**config.mk**
```make
export PLATFORM = sky130hd
export DESIGN_NAME = ldpc_job_sched_flat
export DESIGN_NICKNAME = d
export VERILOG_FILES = /design/src/rtl/ldpc_job_sched_if.sv /design/src/rtl/ldpc_job_sched.sv /design/src/flat_wrapper.sv
export SDC_FILE = /design/constraint.sdc
export NUM_CORES = 1
export LEC_CHECK = 0
export CAP_MARGIN = 20
export CORE_ASPECT_RATIO = 1.1
export CORE_MARGIN = 5
export CORE_UTILIZATION = 40
export DETAILED_ROUTE_END_ITERATION = 10
export HOLD_SLACK_MARGIN = 0.02
export PLACE_DENSITY = 0.71
export SKIP_LAST_GASP = 1
export SLEW_MARGIN = 25
export SYNTH_ARGS = -nofsm -noshare
export SYNTH_HDL_FRONTEND = slang
export SYNTH_SLANG_ARGS = --single-unit
```
**constraint.sdc**
```tcl
create_clock -name wb_clk_i -period 4.1 [get_ports wb_clk_i]
set_input_delay 0.615 -clock wb_clk_i [delete_from_list [all_inputs] [get_ports wb_clk_i]]
set_output_delay 0.615 -clock wb_clk_i [all_outputs]
set_load 0.01 [all_outputs]
```
**src/rtl/ldpc_job_sched_if.sv**
```systemverilog
// Bit-buffer and run-control bus between the job scheduler (master) and the
// ldpcEncDec coder datapath (slave).
interface ldpc_job_sched_if #(
  parameter int ADDR_W = 16
);
  logic [ADDR_W-1:0] core_addr_o;
  logic              core_we_o;
  logic              core_wbit_o;
  logic              core_rbit_i;
  logic              core_mode_o;
  logic              core_start_o;
  logic              core_done_i;
  logic              core_err_i;
  logic [ADDR_W-1:0] core_olen_i;

  modport master (
    output core_addr_o, core_we_o, core_wbit_o, core_mode_o, core_start_o,
    input  core_rbit_i, core_done_i, core_err_i, core_olen_i
  );

  modport slave (
    input  core_addr_o, core_we_o, core_wbit_o, core_mode_o, core_start_o,
    output core_rbit_i, core_done_i, core_err_i, core_olen_i
  );
endinterface

```
**src/rtl/ldpc_job_sched.sv**
```systemverilog
// Round-robin job scheduler sharing one ldpcEncDec core between the Wishbone
// front end (requester 0) and the GPIO serial front end (requester 1).
module ldpc_job_sched #(
  parameter int ADDR_W = 16,
  parameter int TMO_W  = 16
) (
  input  logic              wb_clk_i,
  input  logic              wb_rst_n_i,
  input  logic [1:0]        req_i,
  input  logic [1:0]        req_mode_i,
  input  logic [ADDR_W-1:0] req_len0_i,
  input  logic [ADDR_W-1:0] req_len1_i,
  input  logic [1:0]        src_vld_i,
  input  logic [1:0]        src_bit_i,
  output logic [1:0]        src_rd_o,
  output logic [1:0]        snk_vld_o,
  output logic              snk_bit_o,
  output logic [1:0]        gnt_o,
  output logic [1:0]        ack_o,
  output logic              err_o,
  ldpc_job_sched_if.master  core
);

  typedef enum logic [2:0] {
    S_IDLE   = 3'd0,
    S_LOAD   = 3'd1,
    S_RUN    = 3'd2,
    S_UNLOAD = 3'd3,
    S_ACK    = 3'd4
  } state_e;

  localparam logic [ADDR_W-1:0] A_ONE    = {{(ADDR_W-1){1'b0}}, 1'b1};
  localparam logic [TMO_W-1:0]  T_ONE    = {{(TMO_W-1){1'b0}}, 1'b1};
  // Last count value before the counter would reach 2^TMO_W-1.
  localparam logic [TMO_W-1:0]  TMO_LAST = {{(TMO_W-1){1'b1}}, 1'b0};

  state_e            state_q, state_d;
  logic [1:0]        gnt_q, gnt_d;
  logic              last_q, last_d;
  logic              mode_q, mode_d;
  logic              err_q, err_d;
  logic              start_q, start_d;
  logic [1:0]        snk_vld_q, snk_vld_d;
  logic [ADDR_W-1:0] len_q, len_d;
  logic [ADDR_W-1:0] cnt_q, cnt_d;
  logic [ADDR_W-1:0] olen_q, olen_d;
  logic [TMO_W-1:0]  tmo_q, tmo_d;

  logic sel_s;
  logic req_g_s;
  logic vld_g_s;
  logic bit_g_s;
  logic wr_s;

  assign sel_s   = (req_i == 2'b11) ? ~last_q : req_i[1];
  assign req_g_s = |(req_i & gnt_q);
  assign vld_g_s = |(src_vld_i & gnt_q);
  assign bit_g_s = |(src_bit_i & gnt_q);

  // State and datapath registers.
  always_ff @(posedge wb_clk_i or negedge wb_rst_n_i) begin
    if (!wb_rst_n_i) begin
      state_q   <= S_IDLE;
      gnt_q     <= 2'b00;
      last_q    <= 1'b1;
      mode_q    <= 1'b0;
      err_q     <= 1'b0;
      start_q   <= 1'b0;
      snk_vld_q <= 2'b00;
      len_q     <= '0;
      cnt_q     <= '0;
      olen_q    <= '0;
      tmo_q     <= '0;
    end else begin
      state_q   <= state_d;
      gnt_q     <= gnt_d;
      last_q    <= last_d;
      mode_q    <= mode_d;
      err_q     <= err_d;
      start_q   <= start_d;
      snk_vld_q <= snk_vld_d;
      len_q     <= len_d;
      cnt_q     <= cnt_d;
      olen_q    <= olen_d;
      tmo_q     <= tmo_d;
    end
  end

  // Next-state logic; a dropped grantee request wins over any advance.
  always_comb begin
    state_d   = state_q;
    gnt_d     = gnt_q;
    last_d    = last_q;
    mode_d    = mode_q;
    err_d     = err_q;
    start_d   = 1'b0;
    snk_vld_d = 2'b00;
    len_d     = len_q;
    cnt_d     = cnt_q;
    olen_d    = olen_q;
    tmo_d     = tmo_q;
    wr_s      = 1'b0;
    case (state_q)
      S_IDLE: begin
        if (|req_i) begin
          gnt_d  = sel_s ? 2'b10 : 2'b01;
          last_d = sel_s;
          mode_d = req_mode_i[sel_s];
          len_d  = sel_s ? req_len1_i : req_len0_i;
          cnt_d  = '0;
          tmo_d  = '0;
          err_d  = 1'b0;
          if (len_d == '0) begin
            state_d = S_RUN;
            start_d = 1'b1;
          end else begin
            state_d = S_LOAD;
          end
        end else begin
          state_d = S_IDLE;
        end
      end
      S_LOAD: begin
        if (!req_g_s) begin
          state_d = S_IDLE;
          gnt_d   = 2'b00;
          cnt_d   = '0;
        end else if (vld_g_s) begin
          wr_s = 1'b1;
          if (cnt_q == len_q - A_ONE) begin
            cnt_d   = '0;
            tmo_d   = '0;
            start_d = 1'b1;
            state_d = S_RUN;
          end else begin
            cnt_d = cnt_q + A_ONE;
          end
        end else begin
          cnt_d = cnt_q;
        end
      end
      S_RUN: begin
        if (!req_g_s) begin
          state_d = S_IDLE;
          gnt_d   = 2'b00;
        end else if (core.core_done_i) begin
          if (core.core_err_i) begin
            err_d   = 1'b1;
            state_d = S_ACK;
          end else if (core.core_olen_i == '0) begin
            state_d = S_ACK;
          end else begin
            olen_d  = core.core_olen_i;
            cnt_d   = '0;
            state_d = S_UNLOAD;
          end
        end else if (tmo_q == TMO_LAST) begin
          err_d   = 1'b1;
          state_d = S_ACK;
        end else begin
          tmo_d = tmo_q + T_ONE;
        end
      end
      S_UNLOAD: begin
        // cnt_q == olen_q is the drain cycle that presents the last bit.
        if (!req_g_s) begin
          state_d = S_IDLE;
          gnt_d   = 2'b00;
          cnt_d   = '0;
        end else if (cnt_q == olen_q) begin
          state_d = S_ACK;
        end else begin
          snk_vld_d = gnt_q;
          cnt_d     = cnt_q + A_ONE;
        end
      end
      S_ACK: begin
        state_d = S_IDLE;
        gnt_d   = 2'b00;
        cnt_d   = '0;
      end
      default: begin
        state_d = S_IDLE;
        gnt_d   = 2'b00;
        cnt_d   = '0;
      end
    endcase
  end

  assign src_rd_o          = wr_s ? gnt_q : 2'b00;
  assign core.core_we_o    = wr_s;
  assign core.core_wbit_o  = wr_s & bit_g_s;
  assign core.core_addr_o  = cnt_q;
  assign core.core_mode_o  = mode_q;
  assign core.core_start_o = start_q;
  assign gnt_o             = gnt_q;
  assign snk_vld_o         = snk_vld_q;
  assign snk_bit_o         = (|snk_vld_q) & core.core_rbit_i;
  assign ack_o             = (state_q == S_ACK) ? gnt_q : 2'b00;
  assign err_o             = (state_q == S_ACK) & err_q;

endmodule

```
**src/flat_wrapper.sv**
```systemverilog
// flat-port wrapper written by rule: the top's interface ports become plain ports
module ldpc_job_sched_flat 
#(
  parameter int ADDR_W = 16,
  parameter int TMO_W  = 16
)
  (wb_clk_i, wb_rst_n_i, req_i, req_mode_i, req_len0_i, req_len1_i, src_vld_i, src_bit_i, src_rd_o, snk_vld_o, snk_bit_o, gnt_o, ack_o, err_o, core_core_addr_o, core_core_we_o, core_core_wbit_o, core_core_mode_o, core_core_start_o, core_core_rbit_i, core_core_done_i, core_core_err_i, core_core_olen_i);
  ldpc_job_sched_if #(.ADDR_W(ADDR_W)) core_i ();
  input  logic wb_clk_i;
  input  logic wb_rst_n_i;
  input  logic [1:0] req_i;
  input  logic [1:0] req_mode_i;
  input  logic [ADDR_W-1:0] req_len0_i;
  input  logic [ADDR_W-1:0] req_len1_i;
  input  logic [1:0] src_vld_i;
  input  logic [1:0] src_bit_i;
  output logic [1:0] src_rd_o;
  output logic [1:0] snk_vld_o;
  output logic snk_bit_o;
  output logic [1:0] gnt_o;
  output logic [1:0] ack_o;
  output logic err_o;
  output wire logic [$bits(core_i.core_addr_o)-1:0] core_core_addr_o;
  output wire logic [$bits(core_i.core_we_o)-1:0] core_core_we_o;
  output wire logic [$bits(core_i.core_wbit_o)-1:0] core_core_wbit_o;
  output wire logic [$bits(core_i.core_mode_o)-1:0] core_core_mode_o;
  output wire logic [$bits(core_i.core_start_o)-1:0] core_core_start_o;
  input wire logic [$bits(core_i.core_rbit_i)-1:0] core_core_rbit_i;
  input wire logic [$bits(core_i.core_done_i)-1:0] core_core_done_i;
  input wire logic [$bits(core_i.core_err_i)-1:0] core_core_err_i;
  input wire logic [$bits(core_i.core_olen_i)-1:0] core_core_olen_i;
  assign core_core_addr_o = core_i.core_addr_o;
  assign core_core_we_o = core_i.core_we_o;
  assign core_core_wbit_o = core_i.core_wbit_o;
  assign core_core_mode_o = core_i.core_mode_o;
  assign core_core_start_o = core_i.core_start_o;
  assign core_i.core_rbit_i = core_core_rbit_i;
  assign core_i.core_done_i = core_core_done_i;
  assign core_i.core_err_i = core_core_err_i;
  assign core_i.core_olen_i = core_core_olen_i;
  ldpc_job_sched #(.ADDR_W(ADDR_W), .TMO_W(TMO_W)) u_core (.wb_clk_i(wb_clk_i), .wb_rst_n_i(wb_rst_n_i), .req_i(req_i), .req_mode_i(req_mode_i), .req_len0_i(req_len0_i), .req_len1_i(req_len1_i), .src_vld_i(src_vld_i), .src_bit_i(src_bit_i), .src_rd_o(src_rd_o), .snk_vld_o(snk_vld_o), .snk_bit_o(snk_bit_o), .gnt_o(gnt_o), .ack_o(ack_o), .err_o(err_o), .core(core_i));
endmodule
```
==> Flow_metrics.wiki <==
{| class="wikitable"
! Metric !! Value
|-
| Area Growth Syn to Fin || 28.9%
|-
| Final-layout fill cell count || around 1000
|-
| Synth Area in XOR/XNOR || 0.0888
|-
| Main combinational cell family by area after synthesis || simple AND/OR/NAND/NOR gates
|-
| Total iterations of the first detailed-routing run || 5
|-
| Via count || a little over 4000
|-
| Vias per std cell || between 5 and 6
|-
| Number of failing hold endpoints at the final stage || 0
|-
| Cell count after synthesis || approximately 500
|-
| Std cell rows || 41
|-
| Post-layout net count || 644
|-
| Number of clock sinks || 75
|-
| Area contributors post-synth || sky130_fd_sc_hd__dfrtp_1 40%, sky130_fd_sc_hd__xnor2_1 5.9%, sky130_fd_sc_hd__mux2i_1 4.5%
|-
| Final setup TNS || 0 ps
|-
| Measured slew at the worst slew-check pin || about 730 ps
|-
| Multiplexer fraction of the synthesized cell area || 0.0891
|-
| Part of the Yosys area used for sequential elements || 0.405
|-
| H-tree level count || 3
|-
| Vertical die dimension || 123 um
|-
| Worst Hold Margin || between 200 and 300 ps
|-
| Detail Route Antenna Nets || 0
|-
| Worst stage delay on the critical path || around 540 ps
|-
| Critical Path AT || roughly 2800 ps
|-
| Endpoint kind of the worst setup timing path || output pin
|-
| Required time of the critical path || ~3500 ps
|-
| Leakage || 0.00235 uW
|-
| Number of failing setup endpoints in the final timing report || 0
|-
| First DRT Iteration DRCs || approximately 250
|-
| Clock slew seen by the registers of the worst setup and hold paths || 60 ps
|-
| Number of synthesis warnings || 0
|-
| Number of antenna violations at the first check in global routing || 0
|-
| Core Area || 11400 um2
|-
| Area enclosed by the die boundary || 13800 um2
|-
| Diodes inserted || 0
|-
| Post-route minimum period || 3450 ps
|-
| Syn_nets || 567
|-
| TritonCTS clock tree || done
|-
| Floorplan die width || approximately 110 um
|-
| Class of the tightest hold or removal check || input pin to async pin
|-
| Worst Setup Path Type || input pin to output pin
|-
| FFs w/ async S/R, synth || 1.00
|-
| Post-synth top area cell || sky130_fd_sc_hd__dfrtp_1
|-
| Crit Path Max Fanout || 6
|-
| Maxcap violations || 0
|-
| Synth Flop Type || sky130_fd_sc_hd__dfrtp_1
|-
| VDD IR max || 0.301 mV
|-
| Non-filler instance count after layout || ~730
|-
| Setup WS post-layout || between 600 and 700 ps
|-
| Maximum number of pins on one net before global-route repair || 43
|-
| Synth Register Bits || 75
|-
| Highest-count cells in the layout ignoring fill and taps || 89 x sky130_fd_sc_hd__clkdlybuf4s50_1, 74 x sky130_fd_sc_hd__dfrtp_1, 53 x sky130_fd_sc_hd__nor2_1
|-
| I/O Buffers || 90
|-
| Maximum buffer depth of the clock tree || 2
|-
| Area share of the largest cell type after synthesis || 0.399
|-
| Most common library cell in the layout ignoring fill and taps || sky130_fd_sc_hd__clkdlybuf4s50_1
|-
| Critical path's slowest cell || sky130_fd_sc_hd__clkdlybuf4s50_1
|-
| IO Pins || roughly 90
|-
| Share of final-layout standard cells stronger than drive strength 1 || 0.103
|-
| Outcome || finished clean
|-
| Power Density || 559 nW/um2
|-
| Clock buffer count from CTS || 9
|-
| Cell total after placement || 718
|-
| Startpoint type of the worst setup path || input pin
|-
| Period utilization || 0.843
|-
| Worst setup skew after layout || 5.07 ps
|-
| Clock Root Buffer || sky130_fd_sc_hd__clkbuf_16
|-
| Fraction of the mapped netlist area in compound gates || 0.121
|-
| Routed wire length || approximately 12 mm
|-
| Cts hold-fix bufs || 0
|-
| DRC errors left || 0
|-
| Cell type with the highest occurrence count on the critical path || sky130_fd_sc_hd__clkdlybuf4s50_1
|-
| Global-route wire length before repair || between 15 and 20 mm
|-
| Pre-CTS WS || about 660 ps
|-
| Buffers inserted by post-CTS timing repair || 0
|-
| Post-Synthesis Mean Instance Area || around 9.2 um2
|-
| Post-synth EDFFs || 0
|-
| Post-Synthesis Cell Area || around 4600 um2
|-
| Basic-gate share of the synthesized area counting and, or, nand and nor cells || 0.249
|-
| Resize count post-CTS || 0
|-
| Crit-path cells || clkdlybuf4s50_1, a22oi_1, or3_1, nor2_1, and2_1, a22o_1, clkdlybuf4s50_1
|-
| Relative slew slack || 0.508
|-
| Final non-filler cell area || about 6000 um2
|-
| Achievable clock frequency || between 0.2 and 0.3 GHz
|-
| Via count of the first global-routing pass || 4150
|-
| Total count of max-transition violations in the final report || 0
|-
| Routability cong. || roughly 0.9
|-
| Detailed placer's ending HPWL || about 9 mm
|-
| Overall fraction of global-route tracks in use || 0.179
|-
| Number of distinct library cells after synthesis || 55
|-
| Post-placement cell area || between 5000 and 6000 um2
|-
| Setup repair after global routing missed its margin || no
|-
| Starting utilization of the core area || 0.405
|-
| Total congestion overflow after global routing || 0
|-
| Clock insertion delay at the later pin of the skew report || ~330 ps
|-
| Synth Area in Adders || 0.0108
|-
| Detail-routed net length per standard cell || roughly 17 um
|}
through the flow:
| stage | util | power [uW] |
|---|---|---|
| final | 0.522 | 3340 |
| after global routing | 0.522 | 3550 |
| after CTS | 0.522 | 3360 |
| after detailed placement | 0.492 | 2440 |
| after global placement | 0.492 | 2400 |
| after floorplan | - | 2090 |
synthesized netlist by cell type (all sizes together), types with 2 or more instances:
library cell	instances
a21o	2
a21oi	41
a22oi	5
a31oi	4
a41oi	2
and2	5
and3	13
and4	5
buf	9
clkbuf	21
dfrtp	74
ha	4
inv	7
mux2	18
mux2i	21
nand2	27
nand2b	6
nand3	16
nand3b	4
nand4	21
nor2	53
nor2b	5
nor3	11
nor4	18
o21a	2
o21ai	19
o2bb2ai	2
o31ai	5
or3	14
or4	7
xnor2	31
xor2	16
cells by family (layout without fill, tap and decap cells):
family          Yosys count  count (layout)
fa+ha+maj                 4               4
xor+xnor                 47              47
flops                    75              75
mux                      39              39
simple gates            210             210
buf+inv                  37             119
compound gates           90              90
routing by layer:
layer / routed length, um / up-vias / track usage / part of all wire
met3: 538 / 26 / 0.0401 / 0.044
met4: 242 / 0 / 0.0669 / 0.020
met1: 4990 / 1981 / 0.203 / 0.41
met5: 0 / - / 0 / 0
met2: 6430 / 121 / 0.327 / 0.53
li1: - / 1990 / - / -
area by class of cell:
class	count	area [um2]	area share
Clock buffer	9	225	0.0377
Clock inverter	7	116	0.0195
Inverter	7	26.3	0.00440
Multi-Input combinational cell	390	2600	0.435
Sequential cell	75	1880	0.314
Tap cell	150	188	0.0314
Timing Repair Buffer	96	943	0.158
final timing paths:
path                                   from                         end  slack [ps]  depth (start not counted)
min reg2reg                u_core.olen_q[3]            u_core.olen_q[3]         530                          1
max in group asynchronous        wb_rst_n_i            u_core.olen_q[4]        3000                          2
max reg2reg                 u_core.len_q[0]  u_core.core.core_addr_o[9]         750                          8
min in group wb_clk_i      u_core.olen_q[3]            u_core.olen_q[3]         530                          1
min                              wb_rst_n_i            u_core.tmo_q[13]         270                          1
max                                req_i[0]            core_core_wbit_o         650                          7
state kept, by name, indices dropped and copies added, names as in the netlist:
register,flops
u_core.gnt_o,2
u_core.err_q,1
u_core.len_q,16
u_core.core.core_addr_o,16
u_core.last_q,1
u_core.snk_vld_o,2
u_core.olen_q,16
u_core.tmo_q,16
u_core.core.core_mode_o,1
u_core.state_q,3
u_core.core.core_start_o,1
where the power goes:
group          switching, uW  internal [uW]
sequential               273            936
combinational            680            553
clock                    308            593
total                   1260           2080
worst max-delay path, delay by kind of cell:
| kind | cells | cell delay [ps] |
|---|---|---|
| and+or+nand+nor | 3 | 820 |
| AOI/OAI and AO/OA | 2 | 340 |
| buffers and inverters | 2 | 1070 |
Note: power is estimated with default switching activity, not from simulation.
==> patch (config.mk and constraints unchanged) <==
Encoding of `state_e`: now one-hot (5 bits for 5 states).
--- a/src/rtl/ldpc_job_sched.sv
+++ b/src/rtl/ldpc_job_sched.sv
@@ -23,8 +23,8 @@
 
-  typedef enum logic [2:0] {
-    S_IDLE   = 3'd0,
-    S_LOAD   = 3'd1,
-    S_RUN    = 3'd2,
-    S_UNLOAD = 3'd3,
-    S_ACK    = 3'd4
+  typedef enum logic [4:0] {
+    S_IDLE   = 5'b00001,
+    S_LOAD   = 5'b00010,
+    S_RUN    = 5'b00100,
+    S_UNLOAD = 5'b01000,
+    S_ACK    = 5'b10000
   } state_e;
Function: same outputs for any inputs over 4 cycles, from zero or initial values and one cycle with wb_rst_n_i low; so few cycles prove little.
==> patch against the original RTL <==
Cell area grew 3.2%. Setup slack gained 0.074 ns. Die area grew 4.0%. Maximum frequency grew 2.2%. Sequential cell count grew 2. Wire length grew 7.7%. Utilization shrank 0.55 points. Critical path depth is the same. Power shrank 16%. Count of clock-buffer cells in the layout grew 3. Synthesized area grew 4.4%. Via count grew 5.8%. Synthesized cell count grew 6.4%. Critical path type unchanged. Largest cell class unchanged. Largest power group is now sequential cells. Highest routed layer unchanged.
==> patch: results (changes against the original RTL) <==
Synthesis
  • Share of the synthesized area in compound gates (AO/OA/AOI/OAI): 14.6% (+2.5 points)
  • Post-synthesis instance total: 534 (+6.4%)
  • Main area contributors after synthesis: sky130_fd_sc_hd__dfrtp_1 (39%), sky130_fd_sc_hd__xnor2_1 (5.4%), sky130_fd_sc_hd__mux2i_1 (4.5%), sky130_fd_sc_hd__nand2_1 (4.3%), sky130_fd_sc_hd__mux2_2 (4.0%)
  • Synthesized Nets: 599 (+5.6%)
  • Adder-cell share of the synthesized area: 1.03% (-0.046 points)
  • Mean post-synth cell area: 9.07 µm² (-1.8%)

Setup path
  • Endpoint arrival time on the critical path: 2.77 ns (-0.07 ns)
  • Number of cells on the worst reg-to-reg path: 9 (+1)
  • Worst-case register-to-register setup slack: 0.78 ns (+0.03 ns)

GRT
  • Wire length of the first global-routing pass: 21700 µm (+9.0%)
  • Number of antenna violations at the first check in global routing: 0 (unchanged)
  • Tot GR Track Use: 18.3% (+0.47 points)

Cells and area
  • Number of signal-net inverters in the final layout: 8 (+1)
  • Number of clock buffer instances in the layout: 12 (+3)
  • Filler Cells Inserted: 1084 (+3.9%)
  • Seq area share: 31.3% (-0.14 points)
  • Signal buffers: 97 (+1.0%)
  • Multi-input combinational gate total: 413 (+5.9%)
  • Fraction of layout cells with a size suffix above 1: 8.02% (-2.3 points)
  • Area of combinational cells with multiple inputs: 2750 µm² (+5.8%)
  • Non-filler cells in the finished layout: 765 (+4.2%)
  • Portion of the layout cell area used by clock cells: 5.01% (-0.70 points)
  • Signal buffers share of area: 15.5% (-0.30 points)

Clocking
  • Clk sink count: 77 (+2.7%)

Place
  • # placed instances: 749 (+4.3%)
  • Cell area after placement: 5850 µm² (+3.9%)
  • Post-Place Worst Slack: 0.715 ns (+0.0557 ns)
  • DP Wirelength: 9650 µm (+4.1%)

Power
  • Switching power: 1030 µW (-19%)
  • Pint: 1790 µW (-14%)
  • Peak supply drop: 0.000277 V (-7.8%)
  • Leak Pwr: 0.00244 µW (+4.1%)
  • Power Clock: 844 µW (-6.3%)

Detailed routing
  • Iteration-0 DRC Markers: 257 (+2.0%)
  • DR vias/cell: 5.70 (+1.5%)
  • Detail-routed net length per standard cell: 17.2 µm (+3.4%)

Outcome
  • Result of the run: completed

Flow run
  • # Max-Cap Violations: 0 (unchanged)

Timing
  • Fin Hold WS: 0.287 ns (+0.0212 ns)
  • Worst-Margin Slew: 0.829 ns (+0.0983 ns)
  • Clock skew after layout: 0.00691 ns (+0.00183 ns)
[patch: cell types whose count changed in the layout (fill, tap and decap cells not counted), sizes merged, moves of 7 or more]
cell	delta
nor4	+14
nand2	+29
a21oi	-17
and2	+9
o21ai	+20
a211oi	+9
or3	-7
nor2	-35
[patch: worst max path at each step]
| stage | from | to | slack, ns | depth (start not counted) |
|---|---|---|---|---|
| 5_1_grt | req_i[0] | core_core_wbit_o | 0.58 | 7 |
| 2_1_floorplan | u_core.core.core_addr_o[6] | u_core.tmo_q[11] | 1.23 | 9 |
| 3_5_place_dp | req_i[0] | core_core_wbit_o | 0.72 | 7 |
| 4_1_cts | req_i[0] | core_core_wbit_o | 0.72 | 7 |
| 6_report | req_i[0] | core_core_wbit_o | 0.72 | 7 |
| 3_3_place_gp | req_i[0] | core_core_wbit_o | 0.77 | 7 |
[patch: layer usage]
layer  up-vias  GRT usage, %  part of all wire (%)  routed length (µm)
met5         -             0                     0                   0
met4         0          6.35                   2.0                 260
met3        18          3.53                   5.1                 668
met2       100          31.4                    52                6840
met1      2130          22.8                    41                5380
li1       2110             -                     -                   -
[patch: worst reg2reg max path, cell delays in order (launching register included)]
cell	delay (ns)
sky130_fd_sc_hd__dfrtp_1	0.42
sky130_fd_sc_hd__inv_1	0.08
sky130_fd_sc_hd__ha_1	0.19
sky130_fd_sc_hd__nand2b_1	0.11
sky130_fd_sc_hd__or4b_1	0.48
sky130_fd_sc_hd__a2111o_1	0.46
sky130_fd_sc_hd__a2111oi_4	0.38
sky130_fd_sc_hd__nand3b_1	0.23
sky130_fd_sc_hd__o41ai_1	0.70
sky130_fd_sc_hd__o21bai_1	0.21
